$ cat src/rtl/hdr_chk_out_stage.sv
// Single-entry registered output stage of the header checker.
// Holds one payload beat; accepts a new beat whenever it is empty or
// its current beat is being taken downstream in the same cycle.
module hdr_chk_out_stage #(
    parameter int unsigned DW = 512
) (
    input  logic            clk,
    input  logic            resetn,
    input  logic            load,
    input  logic [DW-1:0]   in_data,
    input  logic [DW/8-1:0] in_keep,
    input  logic            in_last,
    output logic            can_load,
    input  logic            out_ready,
    output logic            out_valid,
    output logic [DW-1:0]   out_data,
    output logic [DW/8-1:0] out_keep,
    output logic            out_last
);

    assign can_load = !out_valid || out_ready;

    // Load a new beat, or drain the held one; otherwise hold stable
    always_ff @(posedge clk or negedge resetn) begin
        if (!resetn) begin
            out_valid <= 1'b0;
            out_data  <= '0;
            out_keep  <= '0;
            out_last  <= 1'b0;
        end else if (load) begin
            out_valid <= 1'b1;
            out_data  <= in_data;
            out_keep  <= in_keep;
            out_last  <= in_last;
        end else if (out_valid && out_ready) begin
            out_valid <= 1'b0;
        end
    end

endmodule

$ cat config.mk
export PLATFORM = sky130hd
export DESIGN_NAME = hdr_chk_out_stage
export DESIGN_NICKNAME = d
export VERILOG_FILES = /design/src/rtl/hdr_chk_out_stage.sv
export SDC_FILE = /design/constraint.sdc
export NUM_CORES = 1
export LEC_CHECK = 0
export CAP_MARGIN = 20
export CORE_AREA = 10 10 437 439
export CTS_BUF_LIST = sky130_fd_sc_hd__clkbuf_8
export DETAILED_ROUTE_END_ITERATION = 16
export DIE_AREA = 0 0 447 449
export PLACE_DENSITY = 0.31
export SLEW_MARGIN = 40
export SYNTH_ARGS = -nofsm -noshare
export SYNTH_HDL_FRONTEND = slang
export SYNTH_SLANG_ARGS = --single-unit
$ cat constraint.sdc
create_clock -name clk -period 1.25 [get_ports clk]
set_input_delay 0.125 -clock clk [delete_from_list [all_inputs] [get_ports clk]]
set_output_delay 0.125 -clock clk [all_outputs]
set_load 0.005 [all_outputs]
; ---- Word-level counts from Yosys, hierarchy flattened
; Index checks and enable logic that the tools add are counted.
[word_totals]
regBits = 578
inputBits = 581
output_inout_bits = 579
wordCells = 10
[op_classes]
n_mux = 2
reduce_logical = 4
[op_table]
columns = op, count
row1 = 1-bit two-way mux, 2
row2 = 2-bit nonzero test, 1
row3 = 1-bit logical AND, 1
row4 = 1-bit zero test, 1
row5 = 1-bit logical OR, 1

; ---- Logic depth before layout (Yosys ltp)
; Gate-level depths: netlist (run 1).
[depth]
depth_word = 3
depth_mapped = 4
ltp_nobuf = 2

; ---- Worst setup path before layout (run 1)
; Ideal clock, no wire load.
[synth_path]
kind = input to register
from = input load
to = register out_data[388]
arrival_ns = 0.885
required_ns = 1.125
setup_slack_ns = 0.240
stages = 4
n_path_buf = 3
path_cell_list = buf_6 > buf_8 > buf_8 > mux2_4
[synth_rtl]
columns = element, line
row1 = from (decl), 9  ; input logic load,
row2 = to (signal assigned), 32  ; out_data <= in_data;
row3 = to (decl), 16  ; output logic [DW-1:0] out_data,
; No word-level cell between the ends.

; ---- Final worst setup path (run 1)
[layout_path]
from = register out_valid
to = output can_load
[layout_between]
elab_chain_len = 2
[layout_lines]
columns = element, line
row1 = from (decl), 15  ; output logic out_valid,
row2 = from (signal assigned), 26  ; out_valid <= 1'b0;
row3 = from (signal assigned), 31  ; out_valid <= 1'b1;
row4 = from (signal assigned), 36  ; out_valid <= 1'b0;
row5 = 1-bit zero test, 21  ; assign can_load = !out_valid || out_ready;
row6 = 1-bit logical OR, 21
row7 = to (decl), 13  ; output logic can_load,
; No other way between the ends.

==> results.json, run 1 <==
{
  "status": "finished with violations",
  "violations": "negative setup slack",
  "clk_pin_slew_ns": 0.05,
  "overflow": 0,
  "clock_skew_ns": 0,
  "power_density_mw_per_mm2": 1190,
  "vias": 19400,
  "rsz0062_at_grt": "true",
  "nFillCells": 19000,
  "cp_max_fo": 2,
  "cts_buffer_depth": 3,
  "portBuffers": 1159,
  "syn_to_final_growth_pct": 106,
  "ys_types": 8,
  "yosysTopAreaCellShare_pct": 61.3,
  "cts_tree": "yes",
  "relSlewSlack_pct": 71.4,
  "clk_latency_ns": 0.86,
  "ys_ff_latch": 578,
  "swShare_pct": 28.2,
  "die_h_um": 449,
  "synth_edf_count": 0,
  "cts-root-buf": "clkbuf_8",
  "initial_core_util_pct": 12.9,
  "clkPwrFrac_pct": 37.4,
  "routedWlPerCell_um": 22.9,
  "layout-drive-gt1-share_pct": 50.3,
  "end_kind": "output pin",
  "cts_buffers": 130,
  "drcViolationCount": 0,
  "critPathRequiredTime_ns": 1.12,
  "synth-simple-area-share_pct": 0.0531,
  "syn_avg_cell_area_sq_um": 19.3,
  "hpwl_mm": 108,
  "synthXorXnorAreaFrac_pct": 0,
  "syn-instance-count": 1221,
  "dp_worst_setup_slack_ns": -0.412,
  "synth_top_family_by_area": "multiplexers",
  "synth_common_cells": "578 x dfrtp_1, 500 x mux2_4, 77 x mux2_2",
  "ys_top_cells_by_area": "dfrtp_1 61%, mux2_4 32%, mux2_2 3.7%",
  "cts_sinks": 578,
  "synth.most_common_cell": "dfrtp_1",
  "vdd_ir_drop_max_uv": 691,
  "antenna_found_initial": 47,
  "fin_ws_ns": -0.505,
  "ioPinCount": 1160,
  "htreeDepth": 4,
  "worstMarginPinSlew_ns": 0.429,
  "final_max_slew_viol_count": 0,
  "fin_hold_ws_ns": 0.119,
  "final-seq-area_sq_mm": 0.0145,
  "ys.flop_type": "dfrtp_1",
  "grt_pass1_vias": 22600,
  "power_switching_mw": 16.3,
  "synthMuxAreaShare_pct": 35.5,
  "final_nets": 4021,
  "cp.arrival_ns": 1.63,
  "synth_seq_area_share_pct": 61.3,
  "synth_compound_area_share_pct": 0,
  "grt_pass1_wl_mm": 186,
  "p_int_mw": 41.6,
  "grt_max_degree": 68,
  "maxCapViolCount": 0,
  "initialDrtViolationCount": 601,
  "power.share.combinational_pct": 24.6,
  "place_congestion": 0.846,
  "syn_area_sq_mm": 0.0236,
  "wl_mm": 136,
  "multi_input_area_sq_mm": 0.00839,
  "core_area_sq_mm": 0.182,
  "post-route-min-period_ns": 1.76,
  "synth_top_area_cell": "dfrtp_1",
  "post_drt_via_cell_ratio": 3.26,
  "sequentialPowerShare_pct": 38.1,
  "rows": 157,
  "dieArea_sq_mm": 0.201,
  "min_period_over_period_pct": 140,
  "dieWidth_um": 447,
  "fmax_mhz": 570,
  "antenna_left": 0,
  "synth-async-reset-ratio_pct": 100,
  "yosysWarnings": 0,
  "worstSetupPathType": "flip-flop to output pin",
  "start_kind": "flip-flop",
  "p_leak_nw": 22.4,
  "hold_class": "input port to flip-flop",
  "grt_use_total_pct": 13.1,
  "synth_nets": 1802,
  "setup_viol": 579,
  "synth-adder-area-share_pct": 0,
  "drt-pass1-iter-count": 4,
  "hold_viol_final": 0
}
[sequential cells by signal (all words and copies together) (netlist names)]
register   cells
out_data     512
out_keep      64
out_last       1
out_valid      1
[path summary, 6_finish.rpt]
path | startpoint | endpoint | slack [ns] | cells after the start
worst max-delay path | out_valid$_DFFE_PN0P_ | can_load | -0.51 | 3
worst min-delay path | in_data[233] | out_data[233]$_DFFE_PN0P_ | 0.12 | 2
worst max register to register | out_data[322]$_DFFE_PN0P_ | out_data[322]$_DFFE_PN0P_ | 0.22 | 3
worst min register to register | out_data[130]$_DFFE_PN0P_ | out_data[130]$_DFFE_PN0P_ | 0.50 | 1
max in group asynchronous | resetn | out_data[349]$_DFFE_PN0P_ | 0.04 | 6
min in group asynchronous | resetn | out_data[439]$_DFFE_PN0P_ | 0.42 | 4
[area by class of cell]
| class | count | area share (%) |
|---|---|---|
| clock buffer | 152 | 4.31 |
| tap | 2385 | 6.15 |
| timing repair buffer | 2151 | 41.3 |
| multi-input combinational | 579 | 17.3 |
| antenna | 22 | 0.113 |
| clock inverter | 70 | 0.967 |
| sequential | 578 | 29.9 |
[logic make-up (layout without fill, tap and decap cells)]
logic type,Yosys count,after routing
other,0,22
muxes,577,577
and+or+nand+nor,2,2
DFF,578,578
buffers and inverters,64,2373
[metrics by stage]
stage          std cells  instance area [sq um]  TNS (ns)  util, %  power (mW)
2_1_floorplan       1221                  23600         0        -        25.6
3_3_place_gp        4800                  38700    -15.35     21.2        34.2
3_5_place_dp        4800                  38700    -17.59     21.2        34.2
4_1_cts             5796                  47400   -243.54     26.0        58.9
5_1_grt             5925                  48500   -236.86     26.6        61.1
6_report            5937                  48500   -143.61     26.6        57.9
[placed cells by master, fill, tap and decap left out]
cell             count
clkinvlp_4           3
mux2_4             500
dfrtp_2             20
clkinv_8             5
diode_2             22
buf_12              50
buf_4              382
buf_6              283
clkbuf_8           152
inv_8                3
buf_8                2
buf_2              280
clkdlybuf4s50_1    578
dfrtp_1            558
mux2_2              77
inv_6                4
dlygate4sd3_1      576
bufinv_16            2
inv_1               41
nand2b_1             2
inv_12               2
clkinv_2            10
[layer usage]
layer	global-route usage (%)	part of all wire, %	wire [um]
met1	13.6	36	49500
met2	24.3	53	72100
met3	5.03	7.9	10800
met4	3.56	2.6	3500
met5	0	0	0
[power groups by stage]
stage | sequential, mW | clock [mW] | combinational (mW)
2_1_floorplan | 22.0 | 0 | 3.53
3_3_place_gp | 22.2 | 0 | 12.0
3_5_place_dp | 22.2 | 0 | 12.0
4_1_cts | 22.0 | 22.9 | 14.0
5_1_grt | 22.2 | 23.7 | 15.2
6_report | 22.0 | 21.6 | 14.2
[worst max-delay path, cell delays in order, from the launching register on]
cell	delay (ns)
dfrtp_1	0.41
nand2b_1	0.15
buf_6	0.14
buf_6	0.09
[repair_timing]
| item | 4_1_cts | 5_1_grt |
|---|---|---|
| buffers inserted | 199 | 117 |
| hold endpoints to repair | 1156 | 2 |
| cloned | 0 | 0 |
| hold buffers | 575 | 2 |
| gates resized for setup | 2583 | 35 |
| pin swaps | 0 | 0 |
| setup endpoints to repair | 579 | 579 |
No activity file was read; power rests on OpenSTA's default activity.
==> inputs of run 2 (changes only) <==
--- a/config.mk
+++ b/config.mk
@@ -5,9 +5,9 @@
 export SDC_FILE = /design/constraint.sdc
 export NUM_CORES = 1
 export LEC_CHECK = 0
-export CAP_MARGIN = 20
 export CORE_AREA = 10 10 437 439
 export CTS_BUF_LIST = sky130_fd_sc_hd__clkbuf_8
+export CTS_CLUSTER_SIZE = 16
 export DETAILED_ROUTE_END_ITERATION = 16
 export DIE_AREA = 0 0 447 449
 export PLACE_DENSITY = 0.31
==> results.json, run 2 (synthesis gave the netlist of run 1 again) <==
{
  "status": "finished with violations",
  "violations": "negative setup slack",
  "dp.cells": 4800,
  "routedWlPerCell_um": 22.9,
  "sequentialPowerShare_pct": 38.1,
  "clkPwrFrac_pct": 37.3,
  "cts-root-buf": "clkbuf_8",
  "layout-drive-gt1-share_pct": 50.3,
  "min_delay_path_depth": 2,
  "vdd_ir_drop_max_uv": 692,
  "cts_buffer_depth": 3,
  "dp_worst_setup_slack_ns": -0.412,
  "whs_endpoint": "out_data[233]$_DFFE_PN0P_",
  "multi_input_area_sq_mm": 0.00839,
  "cts_buffers": 130,
  "dieWidth_um": 447,
  "power_density_mw_per_mm2": 1190,
  "post_drt_via_cell_ratio": 3.26,
  "ff2ff_setup_slack_ns": 0.22,
  "syn_to_final_growth_pct": 106,
  "grt_pass1_vias": 22600,
  "post-route-min-period_ns": 1.75,
  "critPathRequiredTime_ns": 1.12,
  "fmax_mhz": 570,
  "rows": 157,
  "dieArea_sq_mm": 0.201,
  "final_max_slew_viol_count": 0,
  "layout.cells.non_filler": 5938,
  "hp-start": "in_data[233]",
  "final_nets": 4021,
  "power_switching_mw": 16.3,
  "cts_tree": "yes",
  "min_period_over_period_pct": 140,
  "clk_pin_slew_ns": 0.05,
  "layout_commonest_cell": "clkdlybuf4s50_1",
  "nFillCells": 19000,
  "cts_sinks": 578,
  "cp.arrival_ns": 1.63,
  "antenna_found_initial": 47,
  "grt_max_degree": 68,
  "maxCapViolCount": 0,
  "end_kind": "output pin",
  "p_int_mw": 41.6,
  "largest_reg_flops": 512,
  "hpwl_mm": 108,
  "clock_skew_ns": 0,
  "antenna_left": 0,
  "portBuffers": 1159,
  "r2r_start": "out_data[322]$_DFFE_PN0P_",
  "r2r-end": "out_data[322]$_DFFE_PN0P_",
  "regMostFlops": "out_data",
  "fin_ws_ns": -0.505,
  "drt-pass1-iter-count": 4,
  "overflow": 0,
  "hold_viol_final": 0,
  "final-seq-area_sq_mm": 0.0145,
  "mostFrequentLayoutCells": "578 x clkdlybuf4s50_1, 576 x dlygate4sd3_1, 558 x dfrtp_1",
  "die_h_um": 449,
  "wl_mm": 136,
  "initial_core_util_pct": 12.9,
  "ioPinCount": 1160,
  "reg_top3": "out_data: 512 flops, out_keep: 64 flops",
  "grt_pass1_wl_mm": 186,
  "hold_class": "input port to flip-flop",
  "grt_use_total_pct": 13.1,
  "clk_latency_ns": 0.86,
  "rsz0062_at_grt": "true",
  "swShare_pct": 28.1,
  "p_leak_nw": 22.4,
  "relSlewSlack_pct": 71.4,
  "drcViolationCount": 0,
  "worstSetupPathType": "flip-flop to output pin",
  "start_kind": "flip-flop",
  "initialDrtViolationCount": 594,
  "worstRegToRegCells": 3,
  "core_area_sq_mm": 0.182,
  "setup_viol": 579,
  "worstMarginPinSlew_ns": 0.429,
  "cp_max_fo": 2,
  "vias": 19400,
  "htreeDepth": 4,
  "place_congestion": 0.846,
  "power.share.combinational_pct": 24.6
}
==> run 2: critical path, cell delays in order (launching register included) <==
cell	delay [ns]
dfrtp_1	0.40
nand2b_1	0.15
buf_6	0.14
buf_6	0.09
==> run 2: what timing repair did <==
| action | in CTS | in global routing |
|---|---|---|
| setup buffers | 199 | 117 |
| hold buffers | 575 | 2 |
| hold endpoints to repair | 1156 | 2 |
| resized for setup | 2583 | 35 |
| pin swaps | 0 | 0 |
| endpoints found under the setup margin | 579 | 579 |
| gates cloned | 0 | 0 |
==> run 2: per-stage QoR <==
stage	cell area (sq um)	utilization (%)	power (mW)	hold slack [ns]	setup TNS [ns]
2_1_floorplan	23600	-	25.6	-0.171	0
3_3_place_gp	38700	21.2	34.2	-0.0107	-15.35
3_5_place_dp	38700	21.2	34.2	-0.00817	-17.59
4_1_cts	47400	26.0	58.9	0.000313	-243.54
5_1_grt	48500	26.6	61.1	-0.00158	-236.86
6_report	48500	26.6	57.9	0.118	-144.04
==> run 2: power groups by stage <==
stage / registers (mW) / clock network (mW) / logic, mW
2_1_floorplan: 22.0 / 0 / 3.53
3_3_place_gp: 22.2 / 0 / 12.0
3_5_place_dp: 22.2 / 0 / 12.0
4_1_cts: 22.0 / 22.9 / 14.0
5_1_grt: 22.2 / 23.7 / 15.2
6_report: 22.0 / 21.6 / 14.2
==> run 2: routing by layer <==
metal | track usage (%) | vias to the layer above | wire (um)
li1 | - | 8787 | -
met5 | 0 | - | 0
met4 | 3.56 | 0 | 3520
met3 | 5.03 | 217 | 10400
met1 | 13.6 | 9633 | 49900
met2 | 24.3 | 717 | 72100
==> run 2: final cells by class <==
type,instances,area share (%)
diodes,23,0.119
clock buffers,152,4.31
clock inverters,70,0.967
multi-input cells,579,17.3
flip-flops and latches,578,29.9
well taps,2385,6.15
repair buffers,2151,41.3
==> run 2: worst max path at each step <==
stage                                     start                   endpoint  slack, ns  depth (start not counted)
after global placement                out_ready                   can_load      -0.47                          4
after floorplan                            load  out_data[388]$_DFFE_PN0P_       0.24                          4
final                     out_valid$_DFFE_PN0P_                   can_load      -0.50                          3
after detailed placement              out_ready                   can_load      -0.41                          4
after CTS                 out_valid$_DFFE_PN0P_                   can_load      -0.69                          3
after global routing      out_valid$_DFFE_PN0P_                   can_load      -0.68                          3
==> inputs of run 3 (changes only) <==
--- a/config.mk
+++ b/config.mk
@@ -5,6 +5,7 @@
 export SDC_FILE = /design/constraint.sdc
 export NUM_CORES = 1
 export LEC_CHECK = 0
+export CAP_MARGIN = 15
 export CORE_AREA = 10 10 437 439
 export CTS_BUF_LIST = sky130_fd_sc_hd__clkbuf_8
 export CTS_CLUSTER_SIZE = 16
==> results of run 3 <==
No change in the layout: final DEF, timing and power equal those of run 2.
